**config.mk**
```make
export PLATFORM = sky130hd
export DESIGN_NAME = card_dealer
export DESIGN_NICKNAME = d
export VERILOG_FILES = /design/src/rtl/card_dealer_pkg.sv /design/src/rtl/card_dealer_decode.sv /design/src/rtl/card_dealer.sv
export SDC_FILE = /design/constraint.sdc
export NUM_CORES = 1
export LEC_CHECK = 0
export CORE_MARGIN = 5
export CORE_UTILIZATION = 45
export DETAILED_ROUTE_END_ITERATION = 10
export GPL_TIMING_DRIVEN = 0
export SYNTH_ARGS = -nofsm -noshare
export SYNTH_HDL_FRONTEND = slang
export SYNTH_SLANG_ARGS = --single-unit
```
**constraint.sdc**
```tcl
create_clock -name CLOCK_50 -period 5.8 [get_ports CLOCK_50]
set_clock_uncertainty 0.1 [all_clocks]
set_input_delay 1.16 -clock CLOCK_50 [delete_from_list [all_inputs] [get_ports CLOCK_50]]
set_output_delay 1.16 -clock CLOCK_50 [all_outputs]
set_load 0.05 [all_outputs]
```
**src/rtl/card_dealer_pkg.sv**
```systemverilog
// Shared deck constants, FSM state encoding and index helpers
// for the card dealer and the display path.
package card_dealer_pkg;

   localparam int DECK_SIZE = 52;
   localparam int NUM_RANKS = 13;

   localparam logic [3:0] RANK_A  = 4'd1;
   localparam logic [3:0] RANK_10 = 4'd10;
   localparam logic [3:0] RANK_K  = 4'd13;

   localparam logic [5:0] LAST_IDX = 6'(DECK_SIZE - 1);

   typedef enum logic [2:0] {
      ST_IDLE,
      ST_REQ,
      ST_CHECK,
      ST_SCAN,
      ST_DEAL
   } state_t;

   function automatic logic [5:0] next_idx(input logic [5:0] i);
      return (i == LAST_IDX) ? 6'd0 : i + 6'd1;
   endfunction

endpackage

```
**src/rtl/card_dealer_decode.sv**
```systemverilog
// Card index 0..51 to suit, rank and blackjack value.
// Purely combinational; shared with the HEX display path.
module card_dealer_decode
   import card_dealer_pkg::*;
(
   input  logic [5:0] idx,
   output logic [1:0] suit,
   output logic [3:0] rank,
   output logic [3:0] value
);

   localparam logic [5:0] R1 = 6'(NUM_RANKS);
   localparam logic [5:0] R2 = 6'(2 * NUM_RANKS);
   localparam logic [5:0] R3 = 6'(3 * NUM_RANKS);

   logic [5:0] off;

   always_comb begin
      suit = 2'd0;
      off  = idx;
      unique case (1'b1)
         (idx < R1): begin
            suit = 2'd0;
            off  = idx;
         end
         (idx >= R1 && idx < R2): begin
            suit = 2'd1;
            off  = idx - R1;
         end
         (idx >= R2 && idx < R3): begin
            suit = 2'd2;
            off  = idx - R2;
         end
         (idx >= R3): begin
            suit = 2'd3;
            off  = idx - R3;
         end
      endcase
      rank  = 4'(off + 6'(RANK_A));
      value = (rank >= RANK_10) ? RANK_10 : rank;
   end

endmodule

```
**src/rtl/card_dealer.sv**
```systemverilog
// Deals unique cards from a 52-card deck using draws from the RNG,
// falling back to a linear scan after repeated rejected draws.
module card_dealer
   import card_dealer_pkg::*;
#(
   parameter int MAX_TRIES = 8,
   parameter int RNG_W     = 6
)
(
   input  logic             CLOCK_50,
   input  logic             reset,
   input  logic             deal_req,
   input  logic             shuffle,
   output logic             rng_req,
   input  logic             rng_valid,
   input  logic [RNG_W-1:0] rng_data,
   output logic             card_valid,
   output logic [1:0]       card_suit,
   output logic [3:0]       card_rank,
   output logic [3:0]       card_value,
   output logic [5:0]       cards_left,
   output logic             deck_empty,
   output logic             busy,
   output logic             deal_err
);

   localparam logic [RNG_W-1:0] DECK_W = RNG_W'(DECK_SIZE);
   localparam logic [3:0]       LAST_TRY = 4'(MAX_TRIES - 1);

   state_t           state;
   logic [DECK_SIZE-1:0] used;
   logic [RNG_W-1:0] rng_q;
   logic [RNG_W-1:0] folded;
   logic [5:0]       idx_q;
   logic [5:0]       chk_idx;
   logic [5:0]       sel_idx;
   logic [3:0]       tries;
   logic             chk_ok;
   logic             scan_ok;
   logic             take;
   logic [1:0]       dec_suit;
   logic [3:0]       dec_rank;
   logic [3:0]       dec_value;

   // Wide RNGs can fold past the deck; such draws are rejected anyway.
   always_comb begin
      folded  = (rng_q >= DECK_W) ? rng_q - DECK_W : rng_q;
      chk_idx = (folded >= DECK_W) ? 6'd0 : 6'(folded);
      chk_ok  = (rng_q < DECK_W) && !used[chk_idx];
      scan_ok = !used[idx_q];
      take    = ((state == ST_CHECK) && chk_ok) ||
                ((state == ST_SCAN) && scan_ok);
      sel_idx = (state == ST_SCAN) ? idx_q : chk_idx;
   end

   card_dealer_decode u_decode (
      .idx   (sel_idx),
      .suit  (dec_suit),
      .rank  (dec_rank),
      .value (dec_value)
   );

   assign deck_empty = (cards_left == 6'd0);
   assign busy       = (state != ST_IDLE);

   always_ff @(posedge CLOCK_50 or posedge reset) begin
      if (reset) begin
         state      <= ST_IDLE;
         used       <= '0;
         rng_q      <= '0;
         idx_q      <= '0;
         tries      <= '0;
         rng_req    <= 1'b0;
         card_valid <= 1'b0;
         card_suit  <= '0;
         card_rank  <= '0;
         card_value <= '0;
         cards_left <= 6'(DECK_SIZE);
         deal_err   <= 1'b0;
      end else if (shuffle) begin
         state      <= ST_IDLE;
         used       <= '0;
         tries      <= '0;
         rng_req    <= 1'b0;
         card_valid <= 1'b0;
         card_suit  <= '0;
         card_rank  <= '0;
         card_value <= '0;
         cards_left <= 6'(DECK_SIZE);
         deal_err   <= 1'b0;
      end else begin
         card_valid <= 1'b0;
         deal_err   <= 1'b0;
         unique case (state)
            ST_IDLE: begin
               if (deal_req && deck_empty) begin
                  deal_err <= 1'b1;
               end else if (deal_req) begin
                  state   <= ST_REQ;
                  rng_req <= 1'b1;
                  tries   <= '0;
               end
            end
            ST_REQ: begin
               if (rng_valid) begin
                  rng_q   <= rng_data;
                  rng_req <= 1'b0;
                  state   <= ST_CHECK;
               end
            end
            ST_CHECK: begin
               idx_q <= chk_idx;
               if (!chk_ok) begin
                  tries <= tries + 4'd1;
                  if (tries == LAST_TRY) begin
                     state <= ST_SCAN;
                  end else begin
                     state   <= ST_REQ;
                     rng_req <= 1'b1;
                  end
               end
            end
            ST_SCAN: begin
               if (!scan_ok) begin
                  idx_q <= next_idx(idx_q);
               end
            end
            ST_DEAL: begin
               state <= ST_IDLE;
            end
            default: begin
               state <= ST_IDLE;
            end
         endcase
         // The card is published on entry to DEAL so it lands at V+2.
         if (take) begin
            state         <= ST_DEAL;
            used[sel_idx] <= 1'b1;
            cards_left    <= cards_left - 6'd1;
            card_suit     <= dec_suit;
            card_rank     <= dec_rank;
            card_value    <= dec_value;
            card_valid    <= 1'b1;
         end
      end
   end

endmodule

```
---- After elaboration in Yosys (flattened, before gate mapping) ----
Cells that the tools add are included.
storage, ports and cells
  register bits ........................... 90
  input port bits ......................... 11
  output and inout port bits .............. 21
  word-level logic and storage cells ...... 124
operators by class
  add/sub/neg operators ................... 8
  $lt $le $gt $ge ......................... 14
  eq/ne operators ......................... 16
  multiplexer cells ....................... 50
  bitwise gates (word level) .............. 2
  reductions and logical operators ........ 22
operators with widths
  operator             number
  $mux 52              2
  $or 52x52->52        1
  $mux 6               7
  $mux 4               9
  $lt 6x7->1 const B   3
  $ge 6x6->1 const B   3
  $mux 3               6
  $ne 3x3->1 const B   6
  $ne 4x4->1 const B   4
  $pmux 4 s4           1
  $mux 1               14
  $bmux 1 s6           2
  $lt 6x6->1 const B   2
  $pmux 3 s4           1
  $pmux 6 s2           1
  $add 4x1->4 const B  2
  $pmux 2 s4           1
  $pmux 4 s2           1
  $sub 4x4->4 const B  2
  $logic_and 1x1->1    7
  $add 6x1->6 const B  1
  $demux 1 s6          1
  $eq 3x2->1 const B   2
  $eq 6x6->1 const B   1
  other kinds (26)     32

---- Logic depth before layout (Yosys ltp) ----
Gate-level depths: netlist of the first run.
  word-level depth ........................ 13
  gate-level depth with buffers ........... 19
  depth with buffers taken out ............ 17

---- Modules after synthesis ----
Synthesis of the first run repeated with hierarchy kept, for this count alone.
second synthesis, totals
  cell total of the unflattened synthesis .. 681
  area, all modules ....................... 6313.6 µm²
by module, submodules not included
  module              instances  cells each  area an instance (µm²)  sequential area each (µm²)
  card_dealer         1          616         5855.6                  2255.9
  card_dealer_decode  1          65          457.9                   0.0

---- Worst setup path after synthesis of the first run ----
OpenSTA, ideal clock, no wires.
  path type ............................... register to register
  start ................................... reg rng_q[3]
  end ..................................... reg card_value[1]
  library setup time ...................... 134 ps
  data arrival time ....................... 4035 ps
  data required time ...................... 5566 ps
  slack ................................... 1531 ps
  stages on the path, launching flop included .. 17
  path buffers ............................ 2
  clock period less this slack ............ 4269 ps
  cells stage by stage .................... dfrtp_1 -> clkbuf_2 -> inv_1 -> ha_1 -> nor3b_4 -> xnor2_2 -> o31ai_2 -> clkbuf_1 -> o21a_1 -> inv_1 -> fa_1 -> a221o_1 -> ha_1 -> or3_1 -> and2_1 -> o311ai_0 -> o21ai_0
on the way
  longest elaborated chain between the ends .. 13
ends and longest elaborated chain
  what                                         line                                                text
  from (decl)                                  card_dealer.sv:32                                   logic [RNG_W-1:0] rng_q;
  from (signal assigned)                       card_dealer.sv:106                                  rng_q <= rng_data;
  $sub 6x6->6 or $ge 6x6->1 (tied branches)    card_dealer.sv:47                                   folded = (rng_q >= DECK_W) ? rng_q - DECK_W : rng_q;
  $mux 6                                       card_dealer.sv:47
  $ge 6x6->1                                   card_dealer.sv:48                                   chk_idx = (folded >= DECK_W) ? 6'd0 : 6'(folded);
  $mux 6                                       card_dealer.sv:48
  $mux 6                                       card_dealer.sv:53                                   sel_idx = (state == ST_SCAN) ? idx_q : chk_idx;
  $ge 6x5->1 (tied with other cells)           card_dealer_decode.sv:30                            (idx >= R2 && idx < R3): begin
  $logic_and 1x1->1, on equally long branches  card_dealer_decode.sv:30, card_dealer_decode.sv:26
  $pmux 4 s4                                   card_dealer_decode.sv:21                            unique case (1'b1)
  $add 4x1->4                                  card_dealer_decode.sv:39                            rank = 4'(off + 6'(RANK_A));
  $ge 4x4->1                                   card_dealer_decode.sv:40                            value = (rank >= RANK_10) ? RANK_10 : rank;
  $mux 4                                       card_dealer_decode.sv:40
  $mux 4                                       card_dealer.sv:136                                  if (take) begin
  $mux 4                                       card_dealer.sv:80                                   end else if (shuffle) begin
  to (signal assigned)                         card_dealer.sv:142                                  card_value <= dec_value;
  to (decl)                                    card_dealer.sv:20                                   output logic [3:0] card_value,
Parallel ways exist; a longest one is shown, timed or not. The select of a mux whose other input is x is not followed.
A chain may end at the register's enable or synchronous reset.

---- Final worst setup path of the first run ----
Ends and elaborated chain as after synthesis.

==> results of run 1 <==
[where the power goes]
| group | total (W) | internal (W) | switching [W] |
|---|---|---|---|
| Combinational | 0.00203 | 0.000676 | 0.00135 |
| Sequential | 0.000732 | 0.000680 | 0.0000520 |
| Clock | 0.000637 | 0.000382 | 0.000255 |
[per-stage QoR]
stage | total power, W | cells | cell area, um2
after floorplan | 0.002151 | 627 | 5926
after global placement | 0.002679 | 833 | 6446
after detailed placement | 0.002705 | 835 | 6481
after CTS | 0.003348 | 851 | 6808
after global routing | 0.003579 | 851 | 6808
final | 0.003395 | 851 | 6808
[cells in the mapped netlist, types with 4 or more instances]
library cell	count
sky130_fd_sc_hd__inv_1	21
sky130_fd_sc_hd__a41oi_1	13
sky130_fd_sc_hd__o211ai_1	5
sky130_fd_sc_hd__a21o_1	5
sky130_fd_sc_hd__mux2_2	4
sky130_fd_sc_hd__o21ai_0	27
sky130_fd_sc_hd__o2bb2ai_1	11
sky130_fd_sc_hd__buf_4	4
sky130_fd_sc_hd__nand2_1	48
sky130_fd_sc_hd__dfrtp_1	86
sky130_fd_sc_hd__nor2b_1	7
sky130_fd_sc_hd__a211oi_1	5
sky130_fd_sc_hd__mux2i_1	25
sky130_fd_sc_hd__nand3_1	18
sky130_fd_sc_hd__nand2b_1	6
sky130_fd_sc_hd__a22o_1	6
sky130_fd_sc_hd__and4b_1	4
sky130_fd_sc_hd__o221ai_1	4
sky130_fd_sc_hd__a21oi_1	18
sky130_fd_sc_hd__and2_1	11
sky130_fd_sc_hd__xnor2_1	4
sky130_fd_sc_hd__or2_2	4
sky130_fd_sc_hd__and3_1	9
sky130_fd_sc_hd__mux4_2	17
sky130_fd_sc_hd__clkbuf_1	27
sky130_fd_sc_hd__a31oi_1	36
sky130_fd_sc_hd__nor3_1	11
sky130_fd_sc_hd__a221oi_1	4
sky130_fd_sc_hd__nor2_1	80
sky130_fd_sc_hd__buf_2	12
sky130_fd_sc_hd__ha_1	13
[cell families (layout without fill, tap and decap cells)]
family / after synthesis / count (layout) / share of synthesized area, %
compound gates: 184 / 184 / 23.23
xor+xnor: 5 / 5 / 0.8657
fa+ha+maj: 14 / 14 / 3.083
buf+inv: 69 / 117 / 5.279
flops: 89 / 89 / 37.65
mux: 47 / 47 / 11.68
simple gates: 219 / 219 / 18.22
[layout make-up]
type                    instances  area (um2)
repair buffers                 32       332.8
flip-flops and latches         89        2231
clock inverters                 3       46.29
multi-input cells             469        3382
well taps                     176       220.2
fillers                      1220        6277
clock buffers                  13       280.3
inverters                      21       81.33
plain buffers                  48       234.0
[per-layer routing]
metal,part of all wire [%],global-route usage (%)
met4,2.9,9.284
met2,46,37.50
met5,0,0
met1,44,33.30
met3,7.7,5.832
[layout by cell type, fill, tap and decap left out, types with 4 or more instances in the layout]
cell type                         instances
sky130_fd_sc_hd__o2bb2ai_1               11
sky130_fd_sc_hd__clkbuf_1                27
sky130_fd_sc_hd__and4b_1                  4
sky130_fd_sc_hd__clkdlybuf4s50_1         30
sky130_fd_sc_hd__mux2i_1                 25
sky130_fd_sc_hd__o221ai_1                 4
sky130_fd_sc_hd__and3_1                   9
sky130_fd_sc_hd__a21oi_1                 18
sky130_fd_sc_hd__a21o_1                   5
sky130_fd_sc_hd__a31oi_1                 36
sky130_fd_sc_hd__ha_1                    13
sky130_fd_sc_hd__clkbuf_16                9
sky130_fd_sc_hd__mux4_2                  17
sky130_fd_sc_hd__a22o_1                   6
sky130_fd_sc_hd__o211ai_1                 5
sky130_fd_sc_hd__a41oi_1                 13
sky130_fd_sc_hd__a221oi_1                 4
sky130_fd_sc_hd__nor3_1                  11
sky130_fd_sc_hd__nand2b_1                 6
sky130_fd_sc_hd__a211oi_1                 5
sky130_fd_sc_hd__buf_4                    4
sky130_fd_sc_hd__nor2_1                  80
sky130_fd_sc_hd__inv_1                   20
sky130_fd_sc_hd__nand3_1                 18
sky130_fd_sc_hd__nor2b_1                  7
sky130_fd_sc_hd__mux2_2                   4
sky130_fd_sc_hd__xnor2_1                  4
sky130_fd_sc_hd__nand2_1                 48
sky130_fd_sc_hd__dfrtp_1                 86
sky130_fd_sc_hd__o21ai_0                 27
sky130_fd_sc_hd__buf_2                   13
sky130_fd_sc_hd__or2_2                    4
sky130_fd_sc_hd__and2_1                  11
sky130_fd_sc_hd__clkbuf_8                 4
[worst max path at each step]
stage / start / end / slack, ns / cells after the start
after global placement: reset / used[8]$_DFFE_PP0P_ / 0.81 / 2
after global routing: rng_q[3]$_DFFE_PP0P_ / card_value[1]$_DFFE_PP0P_ / 0.42 / 16
final: rng_q[3]$_DFFE_PP0P_ / card_value[1]$_DFFE_PP0P_ / 0.72 / 16
after CTS: rng_q[3]$_DFFE_PP0P_ / card_value[1]$_DFFE_PP0P_ / 0.81 / 16
after floorplan: rng_q[3]$_DFFE_PP0P_ / card_value[1]$_DFFE_PP0P_ / 1.53 / 16
after detailed placement: rng_q[3]$_DFFE_PP0P_ / card_value[1]$_DFFE_PP0P_ / 0.83 / 16
[registers in the layout, summed over array words and instances (netlist names), 2 cells and up]
name / flops
used: 52
cards_left: 6
idx_q: 6
rng_q: 6
card_rank: 4
tries: 4
card_value: 3
state: 3
card_suit: 2
[worst reg2reg max path, cell delays in order (launching register included)]
cell and delay [ns]:
sky130_fd_sc_hd__dfrtp_1 0.35, sky130_fd_sc_hd__clkbuf_2 0.17, sky130_fd_sc_hd__inv_1 0.12, sky130_fd_sc_hd__ha_1 0.25
sky130_fd_sc_hd__nor3b_4 0.42, sky130_fd_sc_hd__xnor2_2 0.22, sky130_fd_sc_hd__o31ai_2 0.57, sky130_fd_sc_hd__clkbuf_1 0.43
sky130_fd_sc_hd__o21a_1 0.25, sky130_fd_sc_hd__inv_1 0.09, sky130_fd_sc_hd__fa_1 0.43, sky130_fd_sc_hd__a221o_1 0.38
sky130_fd_sc_hd__ha_1 0.21, sky130_fd_sc_hd__or3_1 0.38, sky130_fd_sc_hd__and2_1 0.20, sky130_fd_sc_hd__o311ai_0 0.27
sky130_fd_sc_hd__o21ai_0 0.12
==> summary.txt, run 1 <==
=================================================================================
Count of state elements after synthesis                                        89
Max Clk Rate                                                            196.9 MHz
Total GRT Usage                                                            24.36%
Number of sinks on the clock net                                               89
Dpl hpwl                                                                 14050 um
Proportion of netlist area held by the largest area contributor            36.32%
Final hold slack                                                        0.4166 ns
Vias                                                                         5400
Async S/R FF share, synth                                                  100.0%
RSZ-0062 raised after global routing                                        false
Leading post-synthesis cells by cell area                            sky130_fd_sc_hd__dfrtp_1 36%, sky130_fd_sc_hd__mux4_2 6.5%, sky130_fd_sc_hd__nor2_1 5.1%
Sequential-to-total area share from yosys stat                             37.65%
Detailed router's first-iteration violation count                             559
Final period util                                                          87.57%
Worst setup path class                                                    reg2reg
Count of flip-flops with a built-in enable after synthesis                      0
Post-synthesis instance area                                             5926 um2
Reg-to-reg endpoint                                                  card_value[1]$_DFFE_PP0P_
Worst Hold Launch                                                    used[22]$_DFFE_PP0P_
Number of clock buffers inserted by TritonCTS                                   9
Relative slew slack                                                        43.23%
Final worst path period need                                             5.079 ns
Maximum clock path buffer count                                                 2
Yosys warns                                                                     0
Synthesis-to-layout area growth                                            14.89%
Top cell family by delay on the critical path                        compound AO/OA/AOI/OAI gates
Clock-pin slew on the worst setup and hold paths                          0.06 ns
Number of nets in the finished design                                         695
RD Place Congestion                                                        0.9470
Number of buffer and inverter instances along the worst setup path              4
WL/cell                                                                  22.23 um
Overflow after GRT                                                              0
Count of buffers from port buffering                                           30
Number of global-route vias before repair                                    5355
Pin slew with the least headroom to its limit                           0.8427 ns
Clock tree from TritonCTS                                                     yes
Leak pwr                                                                 2.838 nW
Largest net degree at the start of global routing                              54
Hold Path Stages                                                                1
Max-slew violation total from the final report                                  0
IR drop worst, VDD                                                    0.0003089 V
Crit path required time                                                   5.93 ns
Root Buffer                                                          sky130_fd_sc_hd__clkbuf_16
Final Util                                                                 52.03%
Clock insertion delay at the later pin of the skew report                 0.36 ns
Maximum cell stage delay along the critical path                          0.57 ns
Starting density of the core                                               45.29%
Setup TNS                                                                    0 ns
Top FF cell, synth                                                   sky130_fd_sc_hd__dfrtp_1
Number of vias per cell after detailed routing                              6.345
Worst min path class                                                      reg2reg
R2r worst-path depth                                                           16
DR pass1 iterations                                                             5
Maximum capacitance violations                                                  0
Post-synth net total                                                          652
Drt drc                                                                         0
Global-route wire length before repair                                   29930 um
H-tree depth                                                                    3
CP Capture Type                                                              flop
Startpoint of the lowest-slack register-to-register path             rng_q[3]$_DFFE_PP0P_
Die span in x                                                            124.8 um
Number of buffers inserted by post-CTS setup repair                             0
Peak fanout along the critical path                                            10
Power per cell area                                                  498.7 nW/um2
Distinct cells, synth                                                          82
Mapped Avg Cell Area                                                    9.451 um2
Cell at the slowest stage of the critical path                       sky130_fd_sc_hd__o31ai_2
Post-Place Setup Slack                                                  0.8302 ns
Data arrival time of the critical path                                    5.21 ns
CP startpoint kind                                                           flop
Rows                                                                           42
Share of cells above drive strength 1                                      12.59%
Cell Chain, Critical Path                                            clkbuf_2 -> inv_1 -> ha_1 -> nor3b_4 -> xnor2_2 -> o31ai_2 -> clkbuf_1 -> o21a_1 -> inv_1 -> fa_1 -> a221o_1 -> ha_1 -> or3_1 -> and2_1 -> o311ai_0 -> o21ai_0
Setup-failing EPs final                                                         0
Die height                                                               124.8 um
Number of hold buffers added after CTS                                          0
Number of antenna repair diodes                                                 0
Final-report hold violation count                                               0
Reg-to-reg slack, setup                                                   0.72 ns
Gate count of the mapped netlist                                              627
Result of the run                                                       completed
Floorplan Core Area                                                     13090 um2
Min-Delay Endpoint                                                   used[22]$_DFFE_PP0P_
Ports                                                                          32
Total of cells resized after clock tree synthesis                               0
Full die area                                                           15560 um2
Detailed-route wire length                                               18920 um
Initial antenna violation count                                                 0
Antenna violation net count after detailed routing                              0
Post-synth top area cell                                             sky130_fd_sc_hd__dfrtp_1
Post-route worst setup slack                                            0.7211 ns
=================================================================================
Note: power is estimated with default switching activity, not from simulation.
==> run 2: changes to the inputs <==
Settings changed: PLACE_DENSITY from default to 0.75, SLEW_MARGIN from default to 20.
Clock period 5.8 ns to 4.95 ns, I/O delays scaled along.
==> run 2 against run 1 <==
Net effect:
- sequential share of layout area shrank 0.29 points
- global-route usage about the same
- critical path depth rose by 1
- cell area rose by 0.88%
- die area unchanged
- via count up 3.0%
- clock-buffer cell count shrank 1
- first-iteration DRC count rose by 14%
- core utilization rose by 0.46 points
- largest cell class unchanged
==> summary.txt, run 2 (synthesized netlist as in run 1, its figures left out) <==
================================================================================
DR pass1 iterations                                                            5   unchanged
Detailed router's first-iteration violation count                            640   was 559
Result of the run                                                      completed   unchanged
Crit path required time                                                  5.08 ns   was 5.93 ns
Most common cell after layout, fill and taps aside                  sky130_fd_sc_hd__dfrtp_1   unchanged
Max reg flops                                                                 52   unchanged
Power per cell area                                                 589.8 nW/um2   was 498.7 nW/um2
Share of cells above drive strength 1                                     13.55%   was 12.59%
Dpl hpwl                                                                13730 um   was 14050 um
Floorplan Core Area                                                    13090 um2   unchanged
Maximum capacitance violations                                                 0   unchanged
Final worst path period need                                            4.741 ns   was 5.079 ns
Most used cells in the layout excluding fill and tap cells          86 x sky130_fd_sc_hd__dfrtp_1, 80 x sky130_fd_sc_hd__nor2_1, 47 x sky130_fd_sc_hd__nand2_1, 36 x sky130_fd_sc_hd__a31oi_1, 30 x sky130_fd_sc_hd__clkdlybuf4s50_1   was 86 x sky130_fd_sc_hd__dfrtp_1, 80 x sky130_fd_sc_hd__nor2_1, 48 x sky130_fd_sc_hd__nand2_1, 36 x sky130_fd_sc_hd__a31oi_1, 30 x sky130_fd_sc_hd__clkdlybuf4s50_1
Drt drc                                                                        0   unchanged
Setup-failing EPs final                                                        0   unchanged
Worst setup path class                                                   reg2reg   unchanged
Area of the multi-input gates                                           3427 um2   was 3382 um2
Post-route worst setup slack                                           0.2091 ns   was 0.7211 ns
Global-route wire length before repair                                  30260 um   was 29930 um
Number of sinks on the clock net                                              89   unchanged
Worst min path class                                                     reg2reg   unchanged
Setup TNS                                                                   0 ns   unchanged
Rows                                                                          42   unchanged
Vias                                                                        5562   was 5400
Die height                                                              124.8 um   unchanged
Worst Hold Launch                                                   used[30]$_DFFE_PP0P_   was used[22]$_DFFE_PP0P_
Full die area                                                          15560 um2   unchanged
Number of vias per cell after detailed routing                             6.505   was 6.345
Die span in x                                                           124.8 um   unchanged
FF+latch area                                                           2231 um2   unchanged
Overflow after GRT                                                             0   unchanged
Largest register by flop count                                              used   unchanged
Final-report hold violation count                                              0   unchanged
CP startpoint kind                                                          flop   unchanged
Count of filler cells inserted in the layout                                1136   was 1220
Final Util                                                                52.49%   was 52.03%
Clock tree from TritonCTS                                                    yes   unchanged
Reg-to-reg slack, setup                                                  0.21 ns   was 0.72 ns
Relative slew slack                                                       39.85%   was 43.23%
IR drop worst, VDD                                                   0.0003007 V   was 0.0003089 V
Min-Delay Endpoint                                                  used[30]$_DFFE_PP0P_   was used[22]$_DFFE_PP0P_
Total GRT Usage                                                           24.40%   was 24.36%
Synthesis-to-layout area growth                                           15.90%   was 14.89%
H-tree depth                                                                   3   unchanged
Startpoint of the lowest-slack register-to-register path            rng_q[2]$_DFFE_PP0P_   was rng_q[3]$_DFFE_PP0P_
Maximum clock path buffer count                                                2   unchanged
Leak pwr                                                                2.860 nW   was 2.838 nW
Number of nets in the finished design                                        699   was 695
Number of clock buffers inserted by TritonCTS                                  9   unchanged
Root Buffer                                                         sky130_fd_sc_hd__clkbuf_16   unchanged
Antenna violation net count after detailed routing                             0   unchanged
Final standard cell count with taps included and fillers excluded            855   was 851
Count of buffers from port buffering                                          30   unchanged
Hold Path Stages                                                               2   was 1
Max-slew violation total from the final report                                 0   unchanged
Post-Place Setup Slack                                               -0.03025 ns   was 0.8302 ns
Starting density of the core                                              45.29%   unchanged
Clock insertion delay at the later pin of the skew report                0.36 ns   about the same
Peak fanout along the critical path                                           10   unchanged
RD Place Congestion                                                       0.9598   was 0.9470
Pin slew with the least headroom to its limit                          0.8989 ns   was 0.8427 ns
Ports                                                                         32   unchanged
Max Clk Rate                                                           210.9 MHz   was 196.9 MHz
R2r worst-path depth                                                          17   was 16
Final hold slack                                                       0.4234 ns   was 0.4166 ns
Cells after DPL                                                              834   was 835
Initial antenna violation count                                                0   unchanged
Data arrival time of the critical path                                   4.87 ns   was 5.21 ns
Final period util                                                         95.78%   was 87.57%
Number of antenna repair diodes                                                0   unchanged
Number of hold buffers added after CTS                                         0   unchanged
Clock-pin slew on the worst setup and hold paths                         0.07 ns   was 0.06 ns
WL/cell                                                                 22.48 um   was 22.23 um
Detailed-route wire length                                              19220 um   was 18920 um
CP Capture Type                                                             flop   unchanged
Largest net degree at the start of global routing                             54   unchanged
Number of global-route vias before repair                                   5510   was 5355
Reg-to-reg endpoint                                                 card_value[1]$_DFFE_PP0P_   unchanged
================================================================================
[run 2: final cells by class]
cell class                      count  area share [%]
Buffer                             48           3.443
Clock buffer                       12           3.443
Clock inverter                      4           1.020
Inverter                           21           1.184
Multi-Input combinational cell    469           49.90
Sequential cell                    89           32.48
Tap cell                          176           3.206
Timing Repair Buffer               36           5.320
[run 2: metrics by stage]
| step | cell area [um2] | power (W) |
|---|---|---|
| final | 6868 | 0.004051 |
| after global routing | 6868 | 0.004249 |
| after CTS | 6790 | 0.003905 |
| after detailed placement | 6482 | 0.003160 |
| after global placement | 6446 | 0.003128 |
| after floorplan | 5926 | 0.002521 |
[run 2: report_power, final]
part | switching, W | internal [W] | total (W)
combinational | 0.00162 | 0.000834 | 0.00246
clock | 0.000295 | 0.000441 | 0.000737
sequential | 0.0000623 | 0.000797 | 0.000859
[run 2: worst max-delay path: stages, from the launching register on]
cell                        delay, ns
sky130_fd_sc_hd__dfrtp_1         0.35
sky130_fd_sc_hd__buf_2           0.24
sky130_fd_sc_hd__inv_1           0.10
sky130_fd_sc_hd__ha_1            0.23
sky130_fd_sc_hd__buf_2           0.19
sky130_fd_sc_hd__o2111ai_2       0.18
sky130_fd_sc_hd__nand3_1         0.30
sky130_fd_sc_hd__nand2_1         0.36
sky130_fd_sc_hd__inv_1           0.20
sky130_fd_sc_hd__a21oi_1         0.26
sky130_fd_sc_hd__nor2_1          0.11
sky130_fd_sc_hd__a221o_1         0.35
sky130_fd_sc_hd__a221o_1         0.43
sky130_fd_sc_hd__ha_1            0.21
sky130_fd_sc_hd__or3_1           0.38
sky130_fd_sc_hd__and2_1          0.20
sky130_fd_sc_hd__o311ai_0        0.30
sky130_fd_sc_hd__o21ai_0         0.11
[run 2: worst max-delay path by stage]
stage	startpoint	endpoint	slack (ns)	depth (start not counted)
6_report	rng_q[2]$_DFFE_PP0P_	card_value[1]$_DFFE_PP0P_	0.21	17
5_1_grt	rng_q[3]$_DFFE_PP0P_	card_value[1]$_DFFE_PP0P_	-0.02	16
4_1_cts	rng_q[3]$_DFFE_PP0P_	card_value[1]$_DFFE_PP0P_	0.06	16
3_5_place_dp	rng_q[3]$_DFFE_PP0P_	card_value[1]$_DFFE_PP0P_	-0.03	16
3_3_place_gp	rng_q[3]$_DFFE_PP0P_	card_value[1]$_DFFE_PP0P_	-0.04	16
2_1_floorplan	rng_q[3]$_DFFE_PP0P_	card_value[1]$_DFFE_PP0P_	0.68	16
[run 2: metal layers]
layer  vias to the layer above  global-route usage, %  wire [um]  part of all wire, %
met5                         -                      0          0                    0
met4                         0                  9.736        582                  3.0
met3                        46                  6.861       1822                  9.5
met2                       302                  36.83       8851                   46
met1                      2760                  33.14       7966                   41
li1                       2454                      -          -                    -
[run 2: what timing repair did]
action	4_1_cts	5_1_grt
endpoints found under the setup margin	1	5
hold endpoints to repair	0	0
pin swaps	0	3
resized for setup	1	10
setup buffers	0	5
==> run 3: changes to the inputs <==
Settings changed: CORE_UTILIZATION 45 to 61, PLACE_DENSITY 0.75 to 0.93.
==> run 3 against run 2 <==
Net effect:
- worst setup slack lost 0.051 ns
- sequential power shrank 0.5%
- highest routed layer unchanged
- critical path depth is the same
==> summary.txt, run 3 (synthesized netlist as in run 1, its figures left out) <==
================================================================================
Worst min path class                                                     reg2reg   unchanged
Leak pwr                                                                2.790 nW   was 2.860 nW
Dpl hpwl                                                                13220 um   was 13730 um
Net switching power figure                                            0.001916 W   was 0.001979 W
Clock-pin slew on the worst setup and hold paths                         0.09 ns   was 0.07 ns
Worst setup path class                                                   reg2reg   unchanged
CP Capture Type                                                             flop   unchanged
Vias                                                                        5662   was 5562
Relative slew slack                                                       36.86%   was 39.85%
Final hold slack                                                       0.4225 ns   was 0.4234 ns
Ports                                                                         32   unchanged
CP startpoint kind                                                          flop   unchanged
Antenna violation net count after detailed routing                             0   unchanged
Final worst path period need                                            4.792 ns   was 4.741 ns
Starting density of the core                                              61.47%   was 45.29%
WL/cell                                                                 22.48 um   about the same
Number of sinks on the clock net                                              89   unchanged
Initial antenna violation count                                                0   unchanged
RSZ-0062 raised after global routing                                       false
Sequential fraction of design power                                        22.9%   was 21.2%
Number of global-route vias before repair                                   5608   was 5510
Comb power frac                                                            65.1%   was 60.6%
Result of the run                                                      completed   unchanged
Final-report hold violation count                                              0   unchanged
Synthesis-to-layout area growth                                           12.20%   was 15.90%
Most used cells in the layout excluding fill and tap cells          86 x sky130_fd_sc_hd__dfrtp_1, 80 x sky130_fd_sc_hd__nor2_1, 48 x sky130_fd_sc_hd__nand2_1, 36 x sky130_fd_sc_hd__a31oi_1, 32 x sky130_fd_sc_hd__clkbuf_1   was 86 x sky130_fd_sc_hd__dfrtp_1, 80 x sky130_fd_sc_hd__nor2_1, 47 x sky130_fd_sc_hd__nand2_1, 36 x sky130_fd_sc_hd__a31oi_1, 30 x sky130_fd_sc_hd__clkdlybuf4s50_1
Power per cell area                                                 561.6 nW/um2   was 589.8 nW/um2
Final standard cell count with taps included and fillers excluded            814   was 855
Total GRT Usage                                                           32.59%   was 24.40%
Largest net degree at the start of global routing                             60   was 54
Overflow after GRT                                                             0   unchanged
Reg-to-reg slack, setup                                                  0.16 ns   was 0.21 ns
IR drop worst, VDD                                                   0.0004266 V   was 0.0003007 V
Global-route wire length before repair                                  29460 um   was 30260 um
Number of nets in the finished design                                        701   was 699
Peak fanout along the critical path                                            8   was 10
Share of cells above drive strength 1                                     12.92%   was 13.55%
Die height                                                              108.6 um   was 124.8 um
Detailed-route wire length                                              18300 um   was 19220 um
Maximum capacitance violations                                                 0   unchanged
Max reg flops                                                                 52   unchanged
Setup-failing EPs final                                                        0   unchanged
Data arrival time of the critical path                                   4.94 ns   was 4.87 ns
Clock tree from TritonCTS                                                    yes   unchanged
Power share of the clock group                                             12.0%   was 18.2%
Detailed router's first-iteration violation count                            792   was 640
RD Place Congestion                                                       0.9799   was 0.9598
Internal portion of total power                                       0.001818 W   was 0.002072 W
Non-Filler Cell Area, Final                                             6649 um2   was 6868 um2
Rows                                                                          36   was 42
Placed standard-cell area                                               6429 um2   was 6482 um2
Pin slew with the least headroom to its limit                          0.9372 ns   was 0.8989 ns
Number of clock buffers inserted by TritonCTS                                  9   unchanged
Maximum clock path buffer count                                                2   unchanged
Number of antenna repair diodes                                                0   unchanged
Drt drc                                                                        0   unchanged
Most common cell after layout, fill and taps aside                  sky130_fd_sc_hd__dfrtp_1   unchanged
Full die area                                                          11790 um2   was 15560 um2
Max-slew violation total from the final report                                 0   unchanged
Cells after DPL                                                              791   was 834
Max Clk Rate                                                           208.7 MHz   was 210.9 MHz
Crit path required time                                                  5.10 ns   was 5.08 ns
Die span in x                                                           108.6 um   was 124.8 um
Count of buffers from port buffering                                          30   unchanged
Largest register by flop count                                              used   unchanged
Switch share                                                              51.30%   was 48.85%
H-tree depth                                                                   3   unchanged
Root Buffer                                                         sky130_fd_sc_hd__clkbuf_8   was sky130_fd_sc_hd__clkbuf_16
DR pass1 iterations                                                            5   unchanged
Floorplan Core Area                                                     9639 um2   was 13090 um2
Final period util                                                         96.82%   was 95.78%
Setup TNS                                                                   0 ns   unchanged
Number of vias per cell after detailed routing                             6.956   was 6.505
Clock insertion delay at the later pin of the skew report                0.38 ns   was 0.36 ns
================================================================================
[run 3: cell types whose count changed in the layout (fill, tap and decap cells not counted), moves of 2 or more]
cell / change
sky130_fd_sc_hd__clkbuf_8: +9
sky130_fd_sc_hd__buf_4: +2
sky130_fd_sc_hd__clkbuf_16: -9
sky130_fd_sc_hd__clkbuf_1: +4
sky130_fd_sc_hd__bufinv_16: -2
[run 3: through the flow]
stage               utilization [%]  setup slack [ns]  total power, W
floorplan                         -            0.6810        0.002521
global placement              66.32           0.05530        0.003081
detailed placement            66.69         -0.008830        0.003132
CTS                           68.28           0.03359        0.003572
global route                  68.98           0.01558        0.003916
finish                        68.98            0.1576        0.003734
[run 3: power groups by stage]
stage,Clock (W),Sequential (W),Combinational (W)
final,0.000449,0.000855,0.00243
after global routing,0.000469,0.000863,0.00258
after CTS,0.000440,0.000853,0.00228
after detailed placement,0,0.000867,0.00226
after global placement,0,0.000864,0.00222
after floorplan,0,0.000914,0.00161
[run 3: metal layers]
layer  vias to the layer above  global-route usage, %  wire, um
li1                       2453                      -         -
met5                         -                      0         0
met3                        69                  6.388      2237
met1                      2718                  44.41      7014
met2                       422                  49.51      8236
met4                         0                  16.77       814
[run 3: path summary, 6_finish.rpt]
kind,start,to,cells after the start
max in group asynchronous,reset,used[38]$_DFFE_PP0P_,3
hold / removal,card_rank[2]$_DFFE_PP0P_,card_rank[2]$_DFFE_PP0P_,2
min in group asynchronous,reset,rng_q[0]$_DFFE_PP0P_,2
hold reg to reg,card_rank[2]$_DFFE_PP0P_,card_rank[2]$_DFFE_PP0P_,2
setup reg to reg,rng_q[3]$_DFFE_PP0P_,card_value[1]$_DFFE_PP0P_,17
setup / recovery,rng_q[3]$_DFFE_PP0P_,card_value[1]$_DFFE_PP0P_,17
[run 3: worst max-delay path, cell delays in order (launching register included)]
cell and delay, ns:
sky130_fd_sc_hd__dfrtp_1 0.34, sky130_fd_sc_hd__clkbuf_2 0.20, sky130_fd_sc_hd__inv_1 0.10, sky130_fd_sc_hd__ha_1 0.25, sky130_fd_sc_hd__nor3b_4 0.19, sky130_fd_sc_hd__buf_4 0.16, sky130_fd_sc_hd__a211oi_2 0.49, sky130_fd_sc_hd__o31a_1 0.33
sky130_fd_sc_hd__o21ai_1 0.15, sky130_fd_sc_hd__o21a_1 0.23, sky130_fd_sc_hd__inv_1 0.10, sky130_fd_sc_hd__fa_1 0.42, sky130_fd_sc_hd__a221o_1 0.38, sky130_fd_sc_hd__ha_1 0.21, sky130_fd_sc_hd__or3_1 0.41, sky130_fd_sc_hd__and2_1 0.20
sky130_fd_sc_hd__o311ai_0 0.28, sky130_fd_sc_hd__o21ai_0 0.12
[run 3: repair_timing]
item                                    4_1_cts  5_1_grt
buffers inserted                              0        7
endpoints found under the setup margin        2        5
hold buffers                                  0        0
resized for setup                             1        3
pin swaps                                     0        2
[run 3: final cells by class]
cell class                 instances  area (um2)
tap                              133       166.4
clock buffer                      15       146.4
sequential                        89        2231
fill                             741        2990
inverter                          21       81.33
timing repair buffer              38       380.4
buffer                            48       235.2
multi-input combinational        469        3403
clock inverter                     1       5.005
